--- src/rtl/enigma_pkg.sv ---
// Shared constants, FSM state encoding and character helper for the Enigma
// stream driver.
package enigma_pkg;

  localparam int CHAR_W = 8;

  localparam logic [CHAR_W-1:0] ASCII_A = 8'h41;
  localparam logic [CHAR_W-1:0] ASCII_Z = 8'h5A;

  typedef enum logic [2:0] {
    S_UNCFG  = 3'd0,
    S_SET    = 3'd1,
    S_IDLE   = 3'd2,
    S_FETCH  = 3'd3,
    S_SEND   = 3'd4,
    S_WAIT   = 3'd5,
    S_BYPASS = 3'd6,
    S_EMIT   = 3'd7
  } state_t;

  // Only upper-case letters go through the cipher core.
  function automatic logic is_upper(input logic [CHAR_W-1:0] c);
    return (c >= ASCII_A) && (c <= ASCII_Z);
  endfunction

endpackage

--- src/rtl/sync_fifo.sv ---
// Single-clock FIFO with show-ahead head output; DEPTH must be a power of two
// so the pointers wrap naturally.
module sync_fifo #(
  parameter int WIDTH = 8,
  parameter int DEPTH = 16
) (
  input  logic             clk,
  input  logic             reset_n,
  input  logic             push,
  input  logic [WIDTH-1:0] push_data,
  input  logic             pop,
  output logic [WIDTH-1:0] head,
  output logic             full,
  output logic             empty
);
  localparam int AW = $clog2(DEPTH);
  localparam logic [AW:0] FULL_CNT = (AW + 1)'(DEPTH);

  logic [WIDTH-1:0] mem [DEPTH];
  logic [AW-1:0]    wr_ptr_reg;
  logic [AW-1:0]    rd_ptr_reg;
  logic [AW:0]      count_reg;
  logic             do_push;
  logic             do_pop;

  assign full    = (count_reg == FULL_CNT);
  assign empty   = (count_reg == '0);
  assign do_pop  = pop & ~empty;
  // A pop in the same cycle frees the slot, so push+pop on full keeps count.
  assign do_push = push & (~full | do_pop);
  assign head    = mem[rd_ptr_reg];

  always_ff @(posedge clk) begin
    if (do_push) mem[wr_ptr_reg] <= push_data;
  end

  always_ff @(posedge clk or negedge reset_n) begin
    if (!reset_n) begin
      wr_ptr_reg <= '0;
      rd_ptr_reg <= '0;
      count_reg  <= '0;
    end else begin
      if (do_push) wr_ptr_reg <= wr_ptr_reg + AW'(1);
      if (do_pop)  rd_ptr_reg <= rd_ptr_reg + AW'(1);
      if (do_push && !do_pop)      count_reg <= count_reg + (AW + 1)'(1);
      else if (do_pop && !do_push) count_reg <= count_reg - (AW + 1)'(1);
    end
  end

endmodule

--- src/rtl/enigma_stream_driver.sv ---
// Host-side driver for the Enigma core: buffers host characters, sequences
// the set/valid/done handshake one character at a time and queues results.
module enigma_stream_driver
  import enigma_pkg::*;
#(
  parameter int IN_DEPTH  = 16,
  parameter int OUT_DEPTH = 16,
  parameter int TIMEOUT   = 64
) (
  input  logic              clk,
  input  logic              reset_n,
  input  logic              cfg_load,
  input  logic              dec_mode,
  input  logic              in_valid,
  input  logic [CHAR_W-1:0] in_data,
  output logic              in_ready,
  output logic              out_valid,
  output logic [CHAR_W-1:0] out_data,
  input  logic              out_ready,
  output logic              busy,
  output logic              err_timeout,
  output logic              eng_set,
  output logic              eng_en,
  output logic              eng_valid,
  output logic [CHAR_W-1:0] eng_din,
  output logic              eng_dec,
  input  logic [CHAR_W-1:0] eng_dout,
  input  logic              eng_done
);
  localparam int TW = $clog2(TIMEOUT + 1);
  localparam logic [TW-1:0] TMO_LAST = TW'(TIMEOUT - 1);

  state_t            state_reg, state_next;
  logic [CHAR_W-1:0] cur_reg, cur_next;
  logic [CHAR_W-1:0] res_reg, res_next;
  logic              dec_reg, dec_next;
  logic              err_reg, err_next;
  logic [TW-1:0]     tmo_cnt_reg, tmo_cnt_next;
  logic              done_prev_reg;
  logic              done_rise;

  logic              in_full, in_empty, in_pop;
  logic [CHAR_W-1:0] in_head;
  logic              out_full, out_empty, out_push;
  logic [CHAR_W-1:0] out_head;

  sync_fifo #(.WIDTH(CHAR_W), .DEPTH(IN_DEPTH)) u_in_fifo (
    .clk       (clk),
    .reset_n   (reset_n),
    .push      (in_valid & ~in_full),
    .push_data (in_data),
    .pop       (in_pop),
    .head      (in_head),
    .full      (in_full),
    .empty     (in_empty)
  );

  sync_fifo #(.WIDTH(CHAR_W), .DEPTH(OUT_DEPTH)) u_out_fifo (
    .clk       (clk),
    .reset_n   (reset_n),
    .push      (out_push),
    .push_data (res_reg),
    .pop       (out_ready & ~out_empty),
    .head      (out_head),
    .full      (out_full),
    .empty     (out_empty)
  );

  assign done_rise = eng_done & ~done_prev_reg;

  always_comb begin
    state_next   = state_reg;
    cur_next     = cur_reg;
    res_next     = res_reg;
    dec_next     = dec_reg;
    err_next     = err_reg;
    tmo_cnt_next = tmo_cnt_reg;
    in_pop       = 1'b0;
    out_push     = 1'b0;

    // Reconfiguration wins everywhere; anything in flight is simply dropped.
    if (cfg_load && state_reg != S_SET) begin
      state_next = S_SET;
      dec_next   = dec_mode;
    end else begin
      unique case (state_reg)
        S_UNCFG: ;
        S_SET: begin
          err_next   = 1'b0;
          state_next = S_IDLE;
        end
        S_IDLE: if (!in_empty) state_next = S_FETCH;
        S_FETCH: begin
          in_pop     = 1'b1;
          cur_next   = in_head;
          state_next = is_upper(in_head) ? S_SEND : S_BYPASS;
        end
        S_SEND: begin
          tmo_cnt_next = '0;
          state_next   = S_WAIT;
        end
        S_WAIT: begin
          if (done_rise) begin
            res_next   = eng_dout;
            state_next = S_EMIT;
          end else if (tmo_cnt_reg == TMO_LAST) begin
            err_next   = 1'b1;
            state_next = S_IDLE;
          end else begin
            tmo_cnt_next = tmo_cnt_reg + TW'(1);
          end
        end
        S_BYPASS: begin
          res_next   = cur_reg;
          state_next = S_EMIT;
        end
        S_EMIT: begin
          if (!out_full) begin
            out_push   = 1'b1;
            state_next = S_IDLE;
          end
        end
        default: state_next = S_UNCFG;
      endcase
    end
  end

  always_ff @(posedge clk or negedge reset_n) begin
    if (!reset_n) begin
      state_reg     <= S_UNCFG;
      cur_reg       <= '0;
      res_reg       <= '0;
      dec_reg       <= 1'b0;
      err_reg       <= 1'b0;
      tmo_cnt_reg   <= '0;
      done_prev_reg <= 1'b0;
    end else begin
      state_reg     <= state_next;
      cur_reg       <= cur_next;
      res_reg       <= res_next;
      dec_reg       <= dec_next;
      err_reg       <= err_next;
      tmo_cnt_reg   <= tmo_cnt_next;
      done_prev_reg <= eng_done;
    end
  end

  assign in_ready    = ~in_full;
  assign out_valid   = ~out_empty;
  assign out_data    = out_empty ? '0 : out_head;
  // An unconfigured driver holding nothing is not considered busy.
  assign busy        = (state_reg != S_IDLE && state_reg != S_UNCFG) || !in_empty;
  assign err_timeout = err_reg;
  assign eng_set     = (state_reg == S_SET);
  assign eng_valid   = (state_reg == S_SEND);
  assign eng_en      = (state_reg == S_SEND) || (state_reg == S_WAIT);
  assign eng_din     = cur_reg;
  assign eng_dec     = dec_reg;

endmodule

--- config.mk ---
export PLATFORM = sky130hd
export DESIGN_NAME = enigma_stream_driver
export DESIGN_NICKNAME = d
export VERILOG_FILES = /design/src/rtl/enigma_pkg.sv /design/src/rtl/sync_fifo.sv /design/src/rtl/enigma_stream_driver.sv
export SDC_FILE = /design/constraint.sdc
export NUM_CORES = 1
export LEC_CHECK = 0
export BUFFER_PORTS_ARGS = -buffer_cell sky130_fd_sc_hd__buf_2
export CAP_MARGIN = 20
export CORE_MARGIN = 8
export CORE_UTILIZATION = 40
export DETAILED_ROUTE_END_ITERATION = 8
export GPL_ROUTABILITY_DRIVEN = 0
export PLACE_DENSITY_LB_ADDON = 0.1
export SLEW_MARGIN = 10
export SYNTH_ARGS = -nofsm -noshare
export SYNTH_HDL_FRONTEND = slang
export SYNTH_SLANG_ARGS = --single-unit
--- constraint.sdc ---
create_clock -name clk -period 4 [get_ports clk]
set_clock_uncertainty 0.1 [all_clocks]
set_input_delay 0.4 -clock clk [delete_from_list [all_inputs] [get_ports clk]]
set_output_delay 0.4 -clock clk [all_outputs]
set_load 0.01 [all_outputs]
==> results.txt, run 1 <==
Layout cell share with drive strength beyond 1: 22.64%
Syn Inst Count: 706
Worst R2R Path Depth: 12
Fillcell total: 2630
Clock root cell: clkbuf_16
R2r startpoint: state_reg[0]
Worst slew pin tran: 1.027 ns
Number of setup buffers added after CTS: 0
Crit-path max FO: 19
Die H: 194.6 um
Largest net degree at the start of global routing: 38
Synth-to-layout area growth: 14.27%
Io pins: 47
Port buffer count: 46
Post-synth EDFFs: 256
Cts bufs inserted: 34
Clock insertion delay at the later pin of the skew report: 0.51 ns
Post-route ant nets: 0
Fin crit period: 3.523 ns
Wire length per cell: 22.26 um
Drt total wl: 26650 um
Ys async rst share: 17.68%
Slowest stage delay, CP: 0.82 ns
Die X: 194.6 um
Via count: 6305
Hold Path Class: in -> reg
Worst hold start: dec_mode
Clock sinks: 311
Endpoint, Worst Hold: eng_dec
Crit-path slowest cell: dfrtp_2
Largest registers: u_in_fifo.mem: 128 flops, u_out_fifo.mem: 128 flops
Status: complete, no violations
Reg2Reg Setup Slack: 0.83 ns
Multi-input gate area: 3473 um2
FF-to-FF End: u_in_fifo.count_reg[4]
Top FF cell, synth: edfxtp_1
Initial Util: 40.55%
Worst Path Arrival: 3.02 ns
Max-cap violations: 0
CP Cell Sequence: buf_4, mux4_2, mux4_2, and2_1, buf_2
Static Leak: 5.161 nW
Synth Net Count: 750
Post-detail-place hpwl: 17760 um
Number of global-route vias before repair: 6798
Starting DRT DRC Count: 283
Critical Path Start Type: flop
Fin Setup TNS: 0 ns
DRC: 0
Slew HR: 31.25%
H-tree levels: 2
Core ar.: 31470 um2
Sequential Area: 9066 um2
N_diodes: 0
Finished Cell Area: 14590 um2
Critical Path RT: 3.50 ns
Mapped cell area: 12760 um2
Clk buf depth: 3
GRT Overall Usage: 14.39%
Nets: 815
CP Buf/Inv Count: 2
Final setup violating endpoints: 0
Final Hold Fails: 0
# rows: 65
Cts repair resizes: 0
Register area share after synthesis: 71.01%
WHS Path Cells: 2
PD cells: 724.6 nW/um2
Crit end category: output port
Max-slew violation count: 0
Post-DR vias/cell: 5.267
Initial antenna violation count: 0
VDD IR-drop max: 0.3310 mV
Die area: 37880 um2
GRT Residual Overflow: 0
WP depth: 5
Synth Area per Inst: 18.08 um2
Flops & latches, synth: 311
Unrepaired setup endpoints after global routing: no
Reg clk slew, reported paths: 0.06 ns
Yosys cell types: 49
Fmax: 283.9 MHz
Top cell by count, worst path: mux4_2
First-pass GRT wire length: 41680 um
Setup Crit Path Kind: reg -> out
First drt pass iteration count: 4
Final period util: 88.07%
CTS tree: built
Yosys warns: 0
Cell Area, Placed: 13440 um2
Worst path top cell family by delay: multiplexers
CTS hold repair buffers: 2
## Yosys cell counts (2+ instances only)
library cell	n	area (um2)
a21boi_0	2	15.01
a21o_1	4	30.03
a21oi_1	12	60.06
a221oi_2	3	45.04
a22o_1	8	70.07
a22oi_1	6	45.04
and2_1	27	168.9
and3_1	2	12.51
buf_1	4	15.01
buf_2	5	25.02
buf_6	2	22.52
clkbuf_1	20	75.07
dfrtp_1	55	1376
edfxtp_1	256	7687
fa_1	2	40.04
ha_1	19	237.7
inv_1	15	56.30
mux2_2	4	45.04
mux2i_1	9	90.09
mux4_1	11	289.0
mux4_2	61	1374
nand2_1	43	161.4
nand2b_1	8	50.05
nand3_1	3	15.01
nand4_1	6	37.54
nor2_1	32	120.1
nor2b_1	5	31.28
nor3_1	5	25.02
nor3b_1	2	15.01
nor4_1	2	12.51
o21ai_0	26	130.1
o21ai_1	3	15.01
o22ai_1	3	18.77
or3_1	2	12.51
or4_1	2	15.01
xnor2_1	19	166.4
xor2_1	6	52.55
## logic make-up (layout without fill, tap and decap cells)
group                    count (synthesis)  count (layout)  synth area share, %
AO/OA/AOI/OAI                           72              72                3.686
XOR/XNOR                                25              25                1.716
AND/OR/NAND/NOR                        143             143                5.548
flip-flops                             311             311                71.01
multiplexers                            85              85                14.09
adder cells (fa/ha/maj)                 21              21                2.176
buffers and inverters                   49             138                1.774
## power breakdown
part,internal (mW),switching (mW),total [mW]
clock network,1.89,1.22,3.10
registers,4.07,0.568,4.63
logic,1.38,1.45,2.83
## final cells by class
type / instances / area share, %
sequential: 311 / 62.16
tap: 402 / 3.449
clock inverter: 18 / 1.450
multi-input combinational: 346 / 23.81
clock buffer: 42 / 6.254
timing repair buffer: 63 / 2.488
inverter: 15 / 0.3860
## through the flow
step	setup WS (ns)	hold slack, ns	total power [mW]	cells	util (%)
2_1_floorplan	1.069	0.004409	6.587	706	-
3_3_place_gp	0.8741	0.3725	7.516	1135	42.71
3_5_place_dp	0.8241	0.3918	7.614	1135	42.71
4_1_cts	0.3463	0.01711	10.74	1197	46.34
5_1_grt	0.2781	0.04144	11.15	1197	46.34
6_report	0.4771	0.03955	10.57	1197	46.34
## placed cells by master, fill, tap and decap left out, types with 15 or more instances in the layout
cell type / n
edfxtp_1: 256
buf_4: 15
clkbuf_16: 35
mux4_2: 61
dfrtp_1: 53
inv_1: 15
and2_1: 27
nand2_1: 43
o21ai_0: 26
xnor2_1: 19
ha_1: 19
nor2_1: 32
buf_2: 46
## how the worst max path moves through the flow
stage                                         end                startpoint
after floorplan            u_in_fifo.count_reg[4]    u_in_fifo.count_reg[1]
after CTS                             out_data[6]  u_out_fifo.rd_ptr_reg[0]
after detailed placement  u_out_fifo.count_reg[4]   u_out_fifo.count_reg[0]
after global routing                  out_data[6]  u_out_fifo.rd_ptr_reg[0]
after global placement    u_out_fifo.count_reg[4]   u_out_fifo.count_reg[0]
final                                 out_data[6]  u_out_fifo.rd_ptr_reg[0]
## layer usage
metal / global-route usage (%) / vias to the layer above / wire length (um)
li1: - / 2901 / -
met1: 17.94 / 3235 / 11140
met2: 25.31 / 124 / 13910
met3: 2.505 / 45 / 988
met4: 4.356 / 0 / 612
met5: 0 / - / 0
Power figures use the tool's default switching activity.
==> run 2: changes to the inputs <==
CORE_ASPECT_RATIO = 1.5   (was default)
==> run 2 against run 1 <==
Against the previous run:
- clock power down 14%
- sequential power about the same
- maximum frequency down 3.1%
- worst setup slack worse by 0.11 ns
- sequential cell count is the same
- highest routed layer unchanged
==> results.txt, run 2 (synthesis results as in run 1) <==
Max-cap violations: 0
Layout Utilization: 45.47%
Port buffer count: 46
Die X: 161.9 um
Initial Util: 40.35%
R2r startpoint: u_out_fifo.count_reg[0]
Number of setup buffers added after CTS: 0
Slew HR: 33.36%
Die H: 234.8 um
H-tree levels: 1
CTS hold repair buffers: 3
Wire length per cell: 22.23 um
Fillcell total: 2811
Final setup violating endpoints: 0
Worst slew pin tran: 0.9959 ns
Clk buf depth: 3
PD cells: 701.3 nW/um2
Endpoint, Worst Hold: res_reg[5]
Crit end category: flop
Fin Setup TNS: 0 ns
Fin crit period: 3.637 ns
Layout cell share with drive strength beyond 1: 22.11%
Largest registers: u_in_fifo.mem: 128 flops, u_out_fifo.mem: 128 flops
Synth-to-layout area growth: 12.68%
Inst Count DP: 1138
Status: complete, no violations
Hold Path Class: in -> reg
Power Total: 10.09 mW
Critical Path Start Type: flop
Max-slew violation count: 0
Final period util: 90.92%
Setup Crit Path Kind: reg -> reg
Clock Power Share: 26.6%
Cell internal pwr: 6.916 mW
Worst hold start: eng_dout[5]
VDD IR-drop max: 0.3994 mV
Clock root cell: clkbuf_16
Most frequent cells in the layout: edfxtp_1, mux4_2, dfrtp_1
Io pins: 47
Crit-path max FO: 10
GRT Residual Overflow: 0
GRT Overall Usage: 14.26%
Post-detail-place hpwl: 18730 um
Clock insertion delay at the later pin of the skew report: 0.56 ns
Worst Path Arrival: 3.98 ns
WHS Path Cells: 3
Drt total wl: 26610 um
Reg clk slew, reported paths: 0.07 ns
Via count: 6296
Post-route ant nets: 0
Initial antenna violation count: 1
Cts repair resizes: 0
Sw power: 3.170 mW
Unrepaired setup endpoints after global routing: no
Fmax: 275.0 MHz
N_diodes: 0
Die area: 38000 um2
Post-DR vias/cell: 5.260
Number of global-route vias before repair: 6839
Largest net degree at the start of global routing: 36
Static Leak: 5.049 nW
Reg2Reg Setup Slack: 0.36 ns
FF-to-FF End: u_out_fifo.count_reg[4]
Cts bufs inserted: 30
Worst R2R Path Depth: 12
CTS tree: built
First-pass GRT wire length: 41340 um
First drt pass iteration count: 5
Gate power share: 27.7%
Final non-filler cell total: 1197
Nets: 807
Seq pwr share: 45.8%
Sw frac: 31.43%
Clock sinks: 311
DRC: 0
# rows: 80
Core ar.: 31630 um2
Final Hold Fails: 0
Commonest non-fill, non-tap cell in the layout: edfxtp_1
Starting DRT DRC Count: 337
Critical Path RT: 4.34 ns
-- run 2: power groups by stage --
stage                     Sequential [mW]  Combinational (mW)  Clock (mW)
after floorplan                      4.39                2.20           0
after global placement               4.65                2.77           0
after detailed placement             4.70                2.86           0
after CTS                            4.63                2.87        2.77
after global routing                 4.70                3.07        2.89
final                                4.62                2.79        2.68
-- run 2: how the worst max path moves through the flow --
stage	cells after the start	start	slack, ns	end
final	12	u_out_fifo.count_reg[0]	0.36	u_out_fifo.count_reg[4]
after global routing	12	u_out_fifo.count_reg[0]	0.02	u_out_fifo.count_reg[4]
after CTS	12	u_out_fifo.count_reg[0]	0.35	u_out_fifo.count_reg[4]
after detailed placement	12	u_out_fifo.count_reg[0]	0.38	u_out_fifo.count_reg[4]
after global placement	12	u_out_fifo.count_reg[0]	0.55	u_out_fifo.count_reg[4]
after floorplan	13	u_in_fifo.count_reg[1]	1.07	u_in_fifo.count_reg[4]
-- run 2: area by class of cell --
class / count / area (um2) / area share (%)
flip-flops and latches: 311 / 9066 / 63.04
clock inverters: 20 / 138.9 / 0.9656
multi-input cells: 346 / 3478 / 24.18
clock buffers: 36 / 794.5 / 5.524
repair buffers: 59 / 335.3 / 2.331
well taps: 410 / 513.0 / 3.567
inverters: 15 / 56.30 / 0.3915
-- run 2: through the flow --
stage          hold WS (ns)  cell area (um2)  worst slack, ns
6_report            0.06469            14380           0.3634
5_1_grt             0.05673            14380          0.01865
4_1_cts             0.03631            14380           0.3522
3_5_place_dp         0.3988            13420           0.3766
3_3_place_gp         0.3768            13420           0.5487
2_1_floorplan      0.004409            12760            1.069
-- run 2: per-layer routing --
layer	vias to the layer above	GRT usage, %	routed length, um
met5	-	0	0
met4	0	4.250	585
met3	35	2.555	1080
met2	112	28.14	15530
met1	3278	14.72	9414
li1	2871	-	-
-- run 2: worst max-delay path, cell delays in order (launching register included) --
cell,delay (ns)
dfrtp_1,0.43
nor4_1,0.72
nand2b_1,0.42
and2_1,0.33
inv_1,0.12
ha_1,0.23
inv_1,0.11
ha_1,0.33
a21o_1,0.20
a21oi_1,0.17
xnor2_1,0.13
nor2_1,0.07
xor2_1,0.15
